`config.mk`:
```
export PLATFORM = sky130hd
export DESIGN_NAME = shift_reg_ctrl
export DESIGN_NICKNAME = d
export VERILOG_FILES = /design/src/rtl/shift_reg_ctrl.sv
export SDC_FILE = /design/constraint.sdc
export NUM_CORES = 1
export LEC_CHECK = 0
export BUFFER_PORTS_ARGS = -buffer_cell sky130_fd_sc_hd__buf_2
export CELL_PAD_IN_SITES_DETAIL_PLACEMENT = 1
export CELL_PAD_IN_SITES_GLOBAL_PLACEMENT = 1
export CORE_UTILIZATION = 37
export DETAILED_ROUTE_END_ITERATION = 6
export PLACE_DENSITY_LB_ADDON = 0.3
export SYNTH_ARGS = -nofsm -noshare
export SYNTH_HDL_FRONTEND = slang
export SYNTH_SLANG_ARGS = --single-unit
```
`constraint.sdc`:
```
create_clock -name clk -period 2.3 [get_ports clk]
set_input_delay 0.46 -clock clk [delete_from_list [all_inputs] [get_ports clk]]
set_output_delay 0.46 -clock clk [all_outputs]
set_load 0.005 [all_outputs]
```
`src/rtl/shift_reg_ctrl.sv`:
```
`default_nettype none
// +--------------------------------------------------------------------------+
// | Module   : shift_reg_ctrl                                                |
// | Purpose  : Command-driven controller for an external universal shift     |
// |            register. Accepts load / shift-right / shift-left /           |
// |            rotate-right commands and sequences the register's mode,      |
// |            serial and parallel inputs for the requested number of steps. |
// | Ports    : clk, rst (async, active-low)                                  |
// |            cmd_valid/cmd_ready/cmd_op/cmd_count/cmd_data : command       |
// |            abort          : cancel the executing command                 |
// |            sr_q           : current register contents (rotate feedback)  |
// |            sr_mode        : 00 hold, 01 right, 10 left, 11 load          |
// |            sr_serial_in   : serial bit into the register                 |
// |            sr_parallel_in : parallel load value                          |
// |            busy, done, aborted : status                                  |
// | Revision : 1.0 - initial release                                         |
// +--------------------------------------------------------------------------+
module shift_reg_ctrl #(
  parameter int WIDTH = 4,
  parameter int CNT_W = 3
) (
  input  logic             clk,
  input  logic             rst,
  input  logic             cmd_valid,
  output logic             cmd_ready,
  input  logic [1:0]       cmd_op,
  input  logic [CNT_W-1:0] cmd_count,
  input  logic [WIDTH-1:0] cmd_data,
  input  logic             abort,
  input  logic [WIDTH-1:0] sr_q,
  output logic [1:0]       sr_mode,
  output logic             sr_serial_in,
  output logic [WIDTH-1:0] sr_parallel_in,
  output logic             busy,
  output logic             done,
  output logic             aborted
);

  localparam logic [1:0] OP_LOAD    = 2'b00;
  localparam logic [1:0] OP_SHR     = 2'b01;
  localparam logic [1:0] OP_SHL     = 2'b10;
  localparam logic [1:0] OP_ROR     = 2'b11;

  localparam logic [1:0] MODE_HOLD  = 2'b00;
  localparam logic [1:0] MODE_RIGHT = 2'b01;
  localparam logic [1:0] MODE_LEFT  = 2'b10;
  localparam logic [1:0] MODE_LOAD  = 2'b11;

  typedef enum logic [1:0] {
    IDLE   = 2'd0,
    EXEC   = 2'd1,
    FINISH = 2'd2
  } state_t;

  state_t           state_q, state_d;
  logic [1:0]       op_q, op_d;
  logic [CNT_W-1:0] cnt_q, cnt_d;
  logic [CNT_W-1:0] step_q, step_d;
  logic [WIDTH-1:0] data_q, data_d;
  logic             ready_q, ready_d;
  logic             busy_q, busy_d;
  logic             done_q, done_d;
  logic             aborted_q, aborted_d;

  logic             w_stepping;
  logic             w_last_step;
  logic [CNT_W-1:0] w_last_idx;
  logic             w_sr_q_unused;

  // Only the LSB of the register is needed (rotate feedback).
  assign w_sr_q_unused = ^sr_q[WIDTH-1:1];

  // An abort cancels the step in the very cycle it is raised.
  assign w_stepping  = (state_q == EXEC) && !abort;
  // cnt_q is never 0 in EXEC for shift/rotate, so this cannot underflow there.
  assign w_last_idx  = cnt_q - CNT_W'(1);
  assign w_last_step = (op_q == OP_LOAD) || (step_q == w_last_idx);

  // Next-state logic
  always_comb begin
    state_d = state_q;
    op_d    = op_q;
    cnt_d   = cnt_q;
    step_d  = step_q;
    data_d  = data_q;

    case (state_q)
      IDLE: begin
        if (cmd_valid) begin
          op_d    = cmd_op;
          cnt_d   = cmd_count;
          data_d  = cmd_data;
          step_d  = '0;
          state_d = ((cmd_op != OP_LOAD) && (cmd_count == '0)) ? FINISH : EXEC;
        end
      end
      EXEC: begin
        if (abort) begin
          state_d = IDLE;
        end else begin
          if (w_last_step) begin
            state_d = FINISH;
          end else begin
            step_d = step_q + CNT_W'(1);
          end
          // Rotating the latched data keeps the next source bit at data_q[0],
          // giving data[k mod WIDTH] on step k without a modulo.
          if ((op_q == OP_SHR) || (op_q == OP_SHL)) begin
            data_d = {data_q[0], data_q[WIDTH-1:1]};
          end
        end
      end
      FINISH: begin
        state_d = IDLE;
      end
      default: begin
        state_d = IDLE;
      end
    endcase

    ready_d   = (state_d == IDLE);
    busy_d    = (state_d != IDLE);
    done_d    = (state_d == FINISH);
    aborted_d = (state_q == EXEC) && abort;
  end

  // Register drive; combinational so abort and rotate feedback act in-cycle.
  always_comb begin
    sr_mode        = MODE_HOLD;
    sr_serial_in   = 1'b0;
    sr_parallel_in = '0;
    if (w_stepping) begin
      case (op_q)
        OP_LOAD: begin
          sr_mode        = MODE_LOAD;
          sr_parallel_in = data_q;
        end
        OP_SHR: begin
          sr_mode      = MODE_RIGHT;
          sr_serial_in = data_q[0];
        end
        OP_SHL: begin
          sr_mode      = MODE_LEFT;
          sr_serial_in = data_q[0];
        end
        default: begin
          sr_mode      = MODE_RIGHT;
          sr_serial_in = sr_q[0];
        end
      endcase
    end
  end

  always_ff @(posedge clk or negedge rst) begin
    if (!rst) begin
      state_q   <= IDLE;
      op_q      <= OP_LOAD;
      cnt_q     <= '0;
      step_q    <= '0;
      data_q    <= '0;
      ready_q   <= 1'b1;
      busy_q    <= 1'b0;
      done_q    <= 1'b0;
      aborted_q <= 1'b0;
    end else begin
      state_q   <= state_d;
      op_q      <= op_d;
      cnt_q     <= cnt_d;
      step_q    <= step_d;
      data_q    <= data_d;
      ready_q   <= ready_d;
      busy_q    <= busy_d;
      done_q    <= done_d;
      aborted_q <= aborted_d;
    end
  end

  assign cmd_ready = ready_q;
  assign busy      = busy_q;
  assign done      = done_q;
  assign aborted   = aborted_q;

endmodule
`default_nettype wire

```
==> impl_results.md, run 1 <==
- Status: completed
- H-tree levels: 1
- Synth cell count leaders: dfrtp_1, nor2_1, o21ai_0
- TritonRoute pass-1 iters: 4
- Yosys top cell by area: dfrtp_1
- Crit path time final: approximately 2.1 ns
- Max VDD drop: just over 0.0006 V
- Sink Count: 18
- Post-Place Cell Area: approximately 1100 µm²
- Die width: approximately 53 µm
- Cell area after layout: between 1000 and 1500 µm²
- Net count, final: around 150
- Drt first-iter violations: 2
- Synth area leaders: dfrtp_1, ha_1, nor2_1
- Num CTS Buffers: 3
- Vias/cell: between 5 and 6
- CP max FO: 7
- FF+latch count, synth: 18
- Detailed-placement wirelength estimate: around 1700 µm
- Layout cells sized above 1: around 29%
- Max Clk Rate: around 470 MHz
- Total of max-cap violations: 0
- Setup violators final: 0
- Layout area overhead: 20.6%
- Core Footprint: between 2000 and 2500 µm²
- Kind of critical path: flop to output port
- Register area share after synthesis: between 40 and 50%
- Unrepaired setup endpoints after global routing: no
- Clock Skew: 0.00351 ns
- WL per Instance: 13.5 µm
- Share of the synthesized area in the top cell type: 44.4%
- CP Launch Type: flop
- Port Buffers: 24
- Synth unique cells: 29
- Register-to-Register Path Depth: 6
- Worst EP arrival: between 1.5 and 2 ns
- # rows: 18
- Final hold vios: 0
- Initial Util: about two fifths
- Setup WS post-layout: between 0.15 and 0.2 ns
- Synth async-reset ratio: 100%
- IO Pins: 28
- GRT Util Overall: about 18%
- CTS Root Cell: clkbuf_4
- Tightest Pin Transition: 0.590 ns
- Ant. Diodes: 0
- Number of synthesized flops with an enable pin: 0
- Worst hold path class: primary input to async pin
- Vias in the first global route: 780
- Crit end category: output port
- Sum of negative setup slack: 0 ns
- Via count: approximately 770
- Initial antenna violation count: 0
- Overall Power: around 1500 µW
- Die area: between 2000 and 3000 µm²
- Comb power frac: between 40% and 50%
- Ys flop type: dfrtp_1
- Post-route ant nets: 0
- Slew HR: roughly 61%
- Clock power share: between 10% and 20%
- Syn Area/Cell: approximately 10 µm²
- CTS tree: yes
- Count leader, synth: dfrtp_1
- RePlAce Congestion: 0.796
- Switching power: ~600 µW
- Sw Ratio: roughly two fifths
- GRT overflow: 0
- CTS Buffer Depth: 2
- # hold bufs at CTS: 0
- Slew Limit Fails: 0
- Cell count after synthesis: 94
- Synthesized area: between 900 and 1000 µm²
- First-pass GRT wire length: between 3000 and 4000 µm
- Warnings, synthesis: 0
- Die H: approximately 53 µm
- Pwr Density: 1320 nW/µm²
- Post-CTS setup buffers: 0
- Dpl ws: 0.321 ns
- Power share of the sequential group: ~38%
- P_int: approximately 920 µW
- Pin count of the biggest net entering global routing: 19
- Routed wire length: around 2100 µm
- CTS resizes: 0
- Final worst path period share: 92.4%
- Worst EP required: ~1.8 ns
- WHS: 0.0770 ns
- Clock latency on the worst-skew pair: 0.29 ns
- Clk slew on worst S/H paths: between 0.1 and 0.15 ns
- Post-route DRC: 0
- Syn Nets: roughly 120
- Leak Pwr: 0.000620 µW
layout make-up:
class / instances / area, µm²
timing repair buffer: 25 / 128
sequential: 18 / 452
multi-input combinational: 69 / 480
tap: 30 / 37.5
fill: 300 / 1300
clock buffer: 4 / 36.3
inverter: 6 / 22.5
cell usage in the layout, fill, tap and decap left out, types with 2 or more instances in the layout:
| cell type | synthesis | final |
|---|---|---|
| buf_2 | 0 | 24 |
| dfrtp_1 | 17 | 17 |
| nor2_1 | 13 | 13 |
| o21ai_0 | 7 | 7 |
| inv_1 | 6 | 6 |
| nand2_1 | 6 | 6 |
| a21oi_1 | 6 | 6 |
| ha_1 | 5 | 5 |
| and3_1 | 4 | 4 |
| mux2i_1 | 4 | 4 |
| nand2b_1 | 3 | 3 |
| xor2_1 | 3 | 3 |
| clkbuf_4 | 0 | 3 |
| a21o_1 | 2 | 2 |
| o31ai_1 | 2 | 2 |
flip-flops by register name, indices dropped and copies added, names as in the netlist:
register,flops
cmd_ready,1
busy,1
state_q,2
op_q,2
step_q,3
cnt_q,3
aborted,1
data_q,4
done,1
power groups by stage:
stage	Sequential (µW)	Combinational, µW	Clock, µW
2_1_floorplan	557	559	0
3_3_place_gp	574	722	0
3_5_place_dp	583	765	0
4_1_cts	576	771	203
5_1_grt	597	869	215
6_report	572	753	197
per-stage QoR:
step	util (%)	instances
detailed placement	45.6	148
global placement	45.6	148
floorplan	-	94
global route	47.1	152
CTS	47.1	152
finish	47.1	152
logic make-up (layout without fill, tap and decap cells):
logic type	Yosys count	after routing	synth area share (%)
AND/OR/NAND/NOR	32	32	16.6
AO/OA/AOI/OAI	22	22	15.0
flip-flops	18	18	47.1
buffers and inverters	7	35	2.74
multiplexers	6	6	6.92
adder cells (fa/ha/maj)	5	5	6.53
XOR/XNOR	4	4	5.09
routing by layer:
metal  up-vias  wire length [µm]  GRT usage, %
met5         -                 0             0
met4         0                13          7.89
met3         2                41          3.45
met2        10              1080          30.8
met1       377               920          21.5
li1        382                 -             -
worst paths after layout:
path,slack (ns),to,startpoint
setup / recovery,0.18,sr_parallel_in[0],state_q[1]$_DFF_PN0_
hold / removal,0.08,busy$_DFF_PN0_,rst
setup reg to reg,0.32,step_q[0]$_DFFE_PN0P_,cnt_q[0]$_DFFE_PN0P_
hold reg to reg,0.56,cnt_q[1]$_DFFE_PN0P_,cnt_q[1]$_DFFE_PN0P_
max in group asynchronous,1.91,cmd_ready$_DFF_PN1_,rst
min in group clk,0.39,cnt_q[1]$_DFFE_PN0P_,cmd_count[1]
critical path, stage by stage (launching register included):
cell and delay, ns:
dfrtp_1 0.45, nand2b_1 0.34, nor2_1 0.28, and3_1 0.19, buf_2 0.11
(Power assumes the default switching activity.)
==> run 2: changes to the inputs <==
--- a/config.mk
+++ b/config.mk
@@ -5,10 +5,11 @@
 export SDC_FILE = /design/constraint.sdc
 export NUM_CORES = 1
 export LEC_CHECK = 0
+export ABC_AREA = 1
 export BUFFER_PORTS_ARGS = -buffer_cell sky130_fd_sc_hd__buf_2
 export CELL_PAD_IN_SITES_DETAIL_PLACEMENT = 1
 export CELL_PAD_IN_SITES_GLOBAL_PLACEMENT = 1
-export CORE_UTILIZATION = 37
+export CORE_UTILIZATION = 39
 export DETAILED_ROUTE_END_ITERATION = 6
 export PLACE_DENSITY_LB_ADDON = 0.3
 export SYNTH_ARGS = -nofsm -noshare
==> constraint.sdc (replaced) <==
create_clock -name clk -period 2.5 [get_ports clk]
set_input_delay 0.5 -clock clk [delete_from_list [all_inputs] [get_ports clk]]
set_output_delay 0.5 -clock clk [all_outputs]
set_load 0.005 [all_outputs]
==> impl_results.md, run 2 <==
- Status: completed (unchanged)
- Syn Area/Cell: 7.80 µm² (was 10.2 µm²)
- GRT Util Overall: 19.5% (was 18.0%)
- Reg with most FFs: data_q (unchanged)
- TritonRoute pass-1 iters: 4 (unchanged)
- Drt first-iter violations: 4 (was 2)
- Cell count after synthesis: 129 (was 94)
- Share of the synthesized area in the top cell type: 42.3% (was 44.4%)
- Clock latency on the worst-skew pair: 0.30 ns (was 0.29 ns)
- FF+latch count, synth: 18 (unchanged)
- Initial antenna violation count: 0 (unchanged)
- Syn Nets: 151 (was 116)
- Slew Limit Fails: 0 (unchanged)
- Leak Pwr: 0.000664 µW (was 0.000620 µW)
- CP Buf/Inv Count: 3 (was 1)
- Critical-path cell list: inv_1 > ha_1 > inv_1 > nor3_1 > buf_2 (was nand2b_1 > nor2_1 > and3_1 > buf_2)
- Delay-heaviest family, CP: flip-flops (was simple AND/OR/NAND/NOR gates)
- Yosys top cell by area: dfrtp_1 (unchanged)
- Largest register FFs: 4 (unchanged)
- Post-route DRC: 0 (unchanged)
- Routed wire length: 2220 µm (was 2050 µm)
- Max VDD drop: 0.000478 V (was 0.000605 V)
- Area of the multi-input gates: 469 µm² (was 480 µm²)
- P_int: 749 µW (was 917 µW)
- CTS Root Cell: clkbuf_4 (unchanged)
- Register area share after synthesis: 44.9% (was 47.1%)
- Setup WS post-layout: 0.575 ns (was 0.176 ns)
- IO Pins: 28 (unchanged)
- Count leader, synth: nand2_1 (was dfrtp_1)
- Vias/cell: 4.89 (was 5.07)
- CTS resizes: 0 (unchanged)
- Warnings, synthesis: 0 (unchanged)
- Sink Count: 18 (unchanged)
- Power share of the sequential group: 36.6% (was 37.6%)
- Slowest cell on crit path: dfrtp_1 (unchanged)
- Ys flop type: dfrtp_1 (unchanged)
- # fillers: 332 (was 300)
- Sw Ratio: 44.6% (was 39.7%)
- Top flop regs: data_q x4, cnt_q x3, step_q x3 (unchanged)
- CTS Buffer Depth: 2 (unchanged)
- Clock power share: 13.6% (was 12.9%)
- Post-Place Cell Area: 1160 µm² (was 1120 µm²)
- Crit end category: output port (unchanged)
- Reg area: 452 µm² (unchanged)
- Crit path time final: approximately 1.9 ns
- Die width: 52.8 µm (was 52.9 µm)
- Slew HR: 71.4% (was 60.7%)
- Die area: 2790 µm² (was 2800 µm²)
- Synth unique cells: 19 (was 29)
- Worst EP arrival: 1.43 ns (was 1.66 ns)
- Pwr Density: 1130 nW/µm² (was 1320 nW/µm²)
- Commonest non-fill, non-tap cells in the layout: nand2_1, buf_2, inv_1 (was buf_2, dfrtp_1, nor2_1)
- Max Clk Rate: between 500 and 600 MHz
- Via count: 910 (was 771)
- CP Launch Type: flop (unchanged)
- Layout cells sized above 1: 25.6% (was 28.7%)
- CP peak stage delay: 0.40 ns (was 0.45 ns)
- Num CTS Buffers: 3 (unchanged)
- Comb power frac: 49.8% (was 49.5%)
- Post-route ant nets: 0 (unchanged)
- Number of synthesized flops with an enable pin: 0 (unchanged)
- RePlAce Congestion: 0.730 (was 0.796)
- Setup violators final: 0 (unchanged)
- Worst hold path class: primary input to async pin (unchanged)
- Clock Skew: 0.0110 ns (was 0.00351 ns)
- Pin count of the biggest net entering global routing: 19 (unchanged)
- WL per Instance: 11.9 µm (was 13.5 µm)
- Net count, final: 179 (was 145)
- CTS tree: yes (unchanged)
- Synthesized area: 1010 µm² (was 958 µm²)
- Cell area after layout: 1190 µm² (was 1160 µm²)
- Core Footprint: 2450 µm² (unchanged)
- Synth cell count leaders: nand2_1, inv_1, dfrtp_1 (was dfrtp_1, nor2_1, o21ai_0)
- Detailed-placement wirelength estimate: 1770 µm (was 1660 µm)
- Most frequent CP cell: inv_1
- Total of max-cap violations: 0 (unchanged)
- Synth async-reset ratio: 100% (unchanged)
- H-tree levels: 1 (unchanged)
- Final worst path period share: 77.0%
- Post-CTS setup buffers: 0 (unchanged)
- Layout area overhead: 18.5% (was 20.6%)
- Worst EP required: 2.00 ns (was 1.84 ns)
- Dpl ws: 0.818 ns (was 0.321 ns)
- GRT overflow: 0 (unchanged)
- Tightest Pin Transition: 0.428 ns (was 0.590 ns)
- Kind of critical path: flop to output port (unchanged)
- Clk slew on worst S/H paths: 0.11 ns (about the same)
- Vias in the first global route: 989 (was 780)
- Port Buffers: 24 (unchanged)
- # rows: 18 (unchanged)
- Synth area leaders: dfrtp_1, nand2_1, inv_1 (was dfrtp_1, ha_1, nor2_1)
- Sum of negative setup slack: 0 ns (unchanged)
- CP max FO: 5 (was 7)
- Unrepaired setup endpoints after global routing: no (unchanged)
- First-pass GRT wire length: 3940 µm (was 3530 µm)
- Final hold vios: 0 (unchanged)
- Switching power: 602 µW (was 604 µW)
- Ant. Diodes: 0 (unchanged)
- Initial Util: 41.0% (was 39.0%)
- Most common cell after layout, fill and taps aside: nand2_1 (was buf_2)
- # hold bufs at CTS: 0 (unchanged)
- Die H: 52.8 µm (was 52.9 µm)
run 2: cell type report:
type	instances	share of cell area, %
sequential	18	37.9
inverter	20	6.51
timing repair buffer	24	10.1
tap	30	3.15
multi-input combinational	90	39.3
clock buffer	4	3.04
run 2: logic make-up (layout without fill, tap and decap cells):
group | count (synthesis) | count (layout) | share of synthesized area [%]
and+or+nand+nor | 69 | 69 | 31.0
buffers and inverters | 21 | 48 | 8.46
DFF | 18 | 18 | 44.9
AOI/OAI and AO/OA | 15 | 15 | 8.58
adders and majority gates | 5 | 5 | 6.22
xor gates and xnor gates | 1 | 1 | 0.871
run 2: path summary, 6_finish.rpt:
path	slack [ns]	startpoint	endpoint	cells after the start
max in group asynchronous	2.05	rst	cmd_ready$_DFF_PN1_	1
min in group clk	0.47	cmd_count[1]	cnt_q[1]$_DFFE_PN0P_	3
worst min-delay path	0.12	rst	data_q[3]$_DFFE_PN0P_	1
worst max register to register	1.02	cnt_q[0]$_DFFE_PN0P_	step_q[2]$_DFFE_PN0P_	12
worst max-delay path	0.57	op_q[0]$_DFFE_PN0P_	sr_parallel_in[0]	5
worst min register to register	0.51	data_q[2]$_DFFE_PN0P_	data_q[2]$_DFFE_PN0P_	2
run 2: layer usage:
layer | up-vias | routed length (µm) | share of wire [%] | track usage [%]
li1 | 456 | - | - | -
met1 | 428 | 961 | 43 | 21.2
met2 | 24 | 1130 | 51 | 36.5
met3 | 2 | 113 | 5.1 | 5.22
met4 | 0 | 15 | 0.68 | 5.26
met5 | - | 0 | 0 | 0
run 2: metrics by stage:
step / instances / hold WS (ns) / power, µW / utilization [%]
floorplan: 129 / 0.204 / 997 / -
CTS: 186 / 0.120 / 1380 / 48.6
detailed placement: 182 / 0.464 / 1190 / 47.1
global placement: 182 / 0.459 / 1140 / 47.1
global route: 186 / 0.137 / 1500 / 48.6
finish: 186 / 0.118 / 1350 / 48.6
run 2: power groups by stage:
stage               clock network [µW]  logic [µW]  registers (µW)
floorplan                            0         509             488
global placement                     0         644             497
detailed placement                   0         684             503
CTS                                193         689             497
global route                       204         784             515
finish                             183         673             494
==> run 3: changes to the inputs <==
--- a/config.mk
+++ b/config.mk
@@ -9,7 +9,7 @@
 export BUFFER_PORTS_ARGS = -buffer_cell sky130_fd_sc_hd__buf_2
 export CELL_PAD_IN_SITES_DETAIL_PLACEMENT = 1
 export CELL_PAD_IN_SITES_GLOBAL_PLACEMENT = 1
-export CORE_UTILIZATION = 39
+export CORE_UTILIZATION = 36
 export DETAILED_ROUTE_END_ITERATION = 6
 export PLACE_DENSITY_LB_ADDON = 0.3
 export SYNTH_ARGS = -nofsm -noshare
==> constraint.sdc (replaced) <==
create_clock -name clk -period 1.95 [get_ports clk]
set_input_delay 0.39 -clock clk [delete_from_list [all_inputs] [get_ports clk]]
set_output_delay 0.39 -clock clk [all_outputs]
set_load 0.005 [all_outputs]
==> impl_results.md, run 3 (synthesis results as in run 2) <==
- Sum of negative setup slack: 0 ns (unchanged)
- Status: completed (unchanged)
- Initial antenna violation count: 0 (unchanged)
- Worst EP required: 1.56 ns (was 2.00 ns)
- Routed wire length: 2340 µm (was 2220 µm)
- Clk slew on worst S/H paths: 0.11 ns (about the same)
- CP Launch Type: flop (unchanged)
- Most common cell after layout, fill and taps aside: nand2_1 (unchanged)
- CTS Root Cell: clkbuf_4 (unchanged)
- Post-route ant nets: 0 (unchanged)
- Leak Pwr: 0.000664 µW (unchanged)
- First-pass GRT wire length: 4100 µm (was 3940 µm)
- Top flop regs: data_q x4, cnt_q x3, step_q x3 (unchanged)
- Max Clk Rate: 544 MHz
- Layout area overhead: 18.5% (unchanged)
- GRT Util Overall: 19.4% (was 19.5%)
- Setup violators final: 0 (unchanged)
- Num CTS Buffers: 3 (unchanged)
- Pwr Density: 1460 nW/µm² (was 1130 nW/µm²)
- Post-CTS setup buffers: 0 (unchanged)
- CTS tree: yes (unchanged)
- Final hold vios: 0 (unchanged)
- Critical-path cell list: inv_1 > ha_1 > inv_1 > nor3_1 > buf_2 (unchanged)
- H-tree levels: 1 (unchanged)
- Initial Util: 39.2% (was 41.0%)
- Total of max-cap violations: 0 (unchanged)
- Commonest non-fill, non-tap cells in the layout: nand2_1, buf_2, inv_1 (unchanged)
- Max VDD drop: 0.000656 V (was 0.000478 V)
- Slowest cell on crit path: dfrtp_1 (unchanged)
- TritonRoute pass-1 iters: 3 (was 4)
- Sink Count: 18 (unchanged)
- Post-route DRC: 0 (unchanged)
- Net count, final: 179 (unchanged)
- # rows: 18 (unchanged)
- Largest register FFs: 4 (unchanged)
- CP max FO: 5 (unchanged)
- Most frequent CP cell: inv_1 (unchanged)
- Reg with most FFs: data_q (unchanged)
- CP Buf/Inv Count: 3 (unchanged)
- Core Footprint: 2570 µm² (was 2450 µm²)
- Die H: 54.9 µm (was 52.8 µm)
- CTS Buffer Depth: 2 (unchanged)
- Final worst path period share: 94.3%
- Worst hold path class: primary input to async pin (unchanged)
- Crit path time final: around 1.8 ns
- Port Buffers: 24 (unchanged)
- Die area: 3010 µm² (was 2790 µm²)
- Tightest Pin Transition: 0.431 ns (was 0.428 ns)
- Clock Skew: 0.00787 ns (was 0.0110 ns)
- Detailed-placement wirelength estimate: 1810 µm (was 1770 µm)
- RePlAce Congestion: 0.749 (was 0.730)
- Clock latency on the worst-skew pair: 0.30 ns (about the same)
- GRT overflow: 0 (unchanged)
- Unrepaired setup endpoints after global routing: no (unchanged)
- Die width: 54.9 µm (was 52.8 µm)
- IO Pins: 28 (unchanged)
- Via count: 898 (was 910)
- Core Util, Final: 46.4% (was 48.6%)
- Kind of critical path: flop to output port (unchanged)
- # fillers: 347 (was 332)
- Worst EP arrival: 1.45 ns (was 1.43 ns)
- Slew HR: 71.3% (was 71.4%)
- CTS resizes: 0 (unchanged)
- Pin count of the biggest net entering global routing: 19 (unchanged)
- Vias/cell: 4.83 (was 4.89)
- Crit end category: output port (unchanged)
- Vias in the first global route: 955 (was 989)
- CP peak stage delay: 0.40 ns (about the same)
- Drt first-iter violations: 6 (was 4)
- Slew Limit Fails: 0 (unchanged)
- Ant. Diodes: 0 (unchanged)
- Delay-heaviest family, CP: flip-flops (unchanged)
- # hold bufs at CTS: 0 (unchanged)
- WL per Instance: 12.6 µm (was 11.9 µm)
- Layout cells sized above 1: 25.6% (unchanged)
run 3: cell counts in the layout (fill, tap and decap cells not counted):
No cell type changed its count.
run 3: cell type report:
class	count	area, µm²	share of cell area (%)
multi-input cells	90	469	39.3
inverters	20	77.6	6.51
clock buffers	4	36.3	3.04
flip-flops and latches	18	452	37.9
repair buffers	24	120	10.1
well taps	30	37.5	3.15
run 3: stage by stage:
stage | cells | power (µW) | area [µm²] | setup slack, ns | hold slack, ns
after floorplan | 129 | 1280 | 1010 | 0.646 | 0.0944
after global placement | 182 | 1460 | 1160 | 0.468 | 0.346
after detailed placement | 182 | 1530 | 1160 | 0.455 | 0.356
after CTS | 186 | 1780 | 1190 | 0.102 | 0.0194
after global routing | 186 | 1940 | 1190 | 0.00450 | 0.0249
final | 186 | 1740 | 1190 | 0.112 | 0.0107
run 3: final timing paths:
path	start	end	slack (ns)	cells past startpoint
worst max register to register	cnt_q[0]$_DFFE_PN0P_	step_q[0]$_DFFE_PN0P_	0.47	12
min in group clk	cmd_op[0]	op_q[0]$_DFFE_PN0P_	0.36	3
worst min register to register	data_q[3]$_DFFE_PN0P_	data_q[3]$_DFFE_PN0P_	0.51	2
worst min-delay path	rst	op_q[0]$_DFFE_PN0P_	0.01	1
max in group asynchronous	rst	cmd_ready$_DFF_PN1_	1.60	1
worst max-delay path	op_q[0]$_DFFE_PN0P_	sr_parallel_in[1]	0.11	5
run 3: metal layers:
layer	track usage [%]	vias up	wire, µm
li1	-	455	-
met1	23.5	425	1100
met2	33.3	16	1140
met3	3.33	2	83
met4	7.69	0	19
met5	0	-	0
run 3: where the power goes:
group | switching, µW | total [µW] | internal [µW] | leakage (µW)
clock | 123 | 236 | 114 | 0.0000210
sequential | 103 | 638 | 534 | 0.000221
combinational | 555 | 867 | 312 | 0.000422
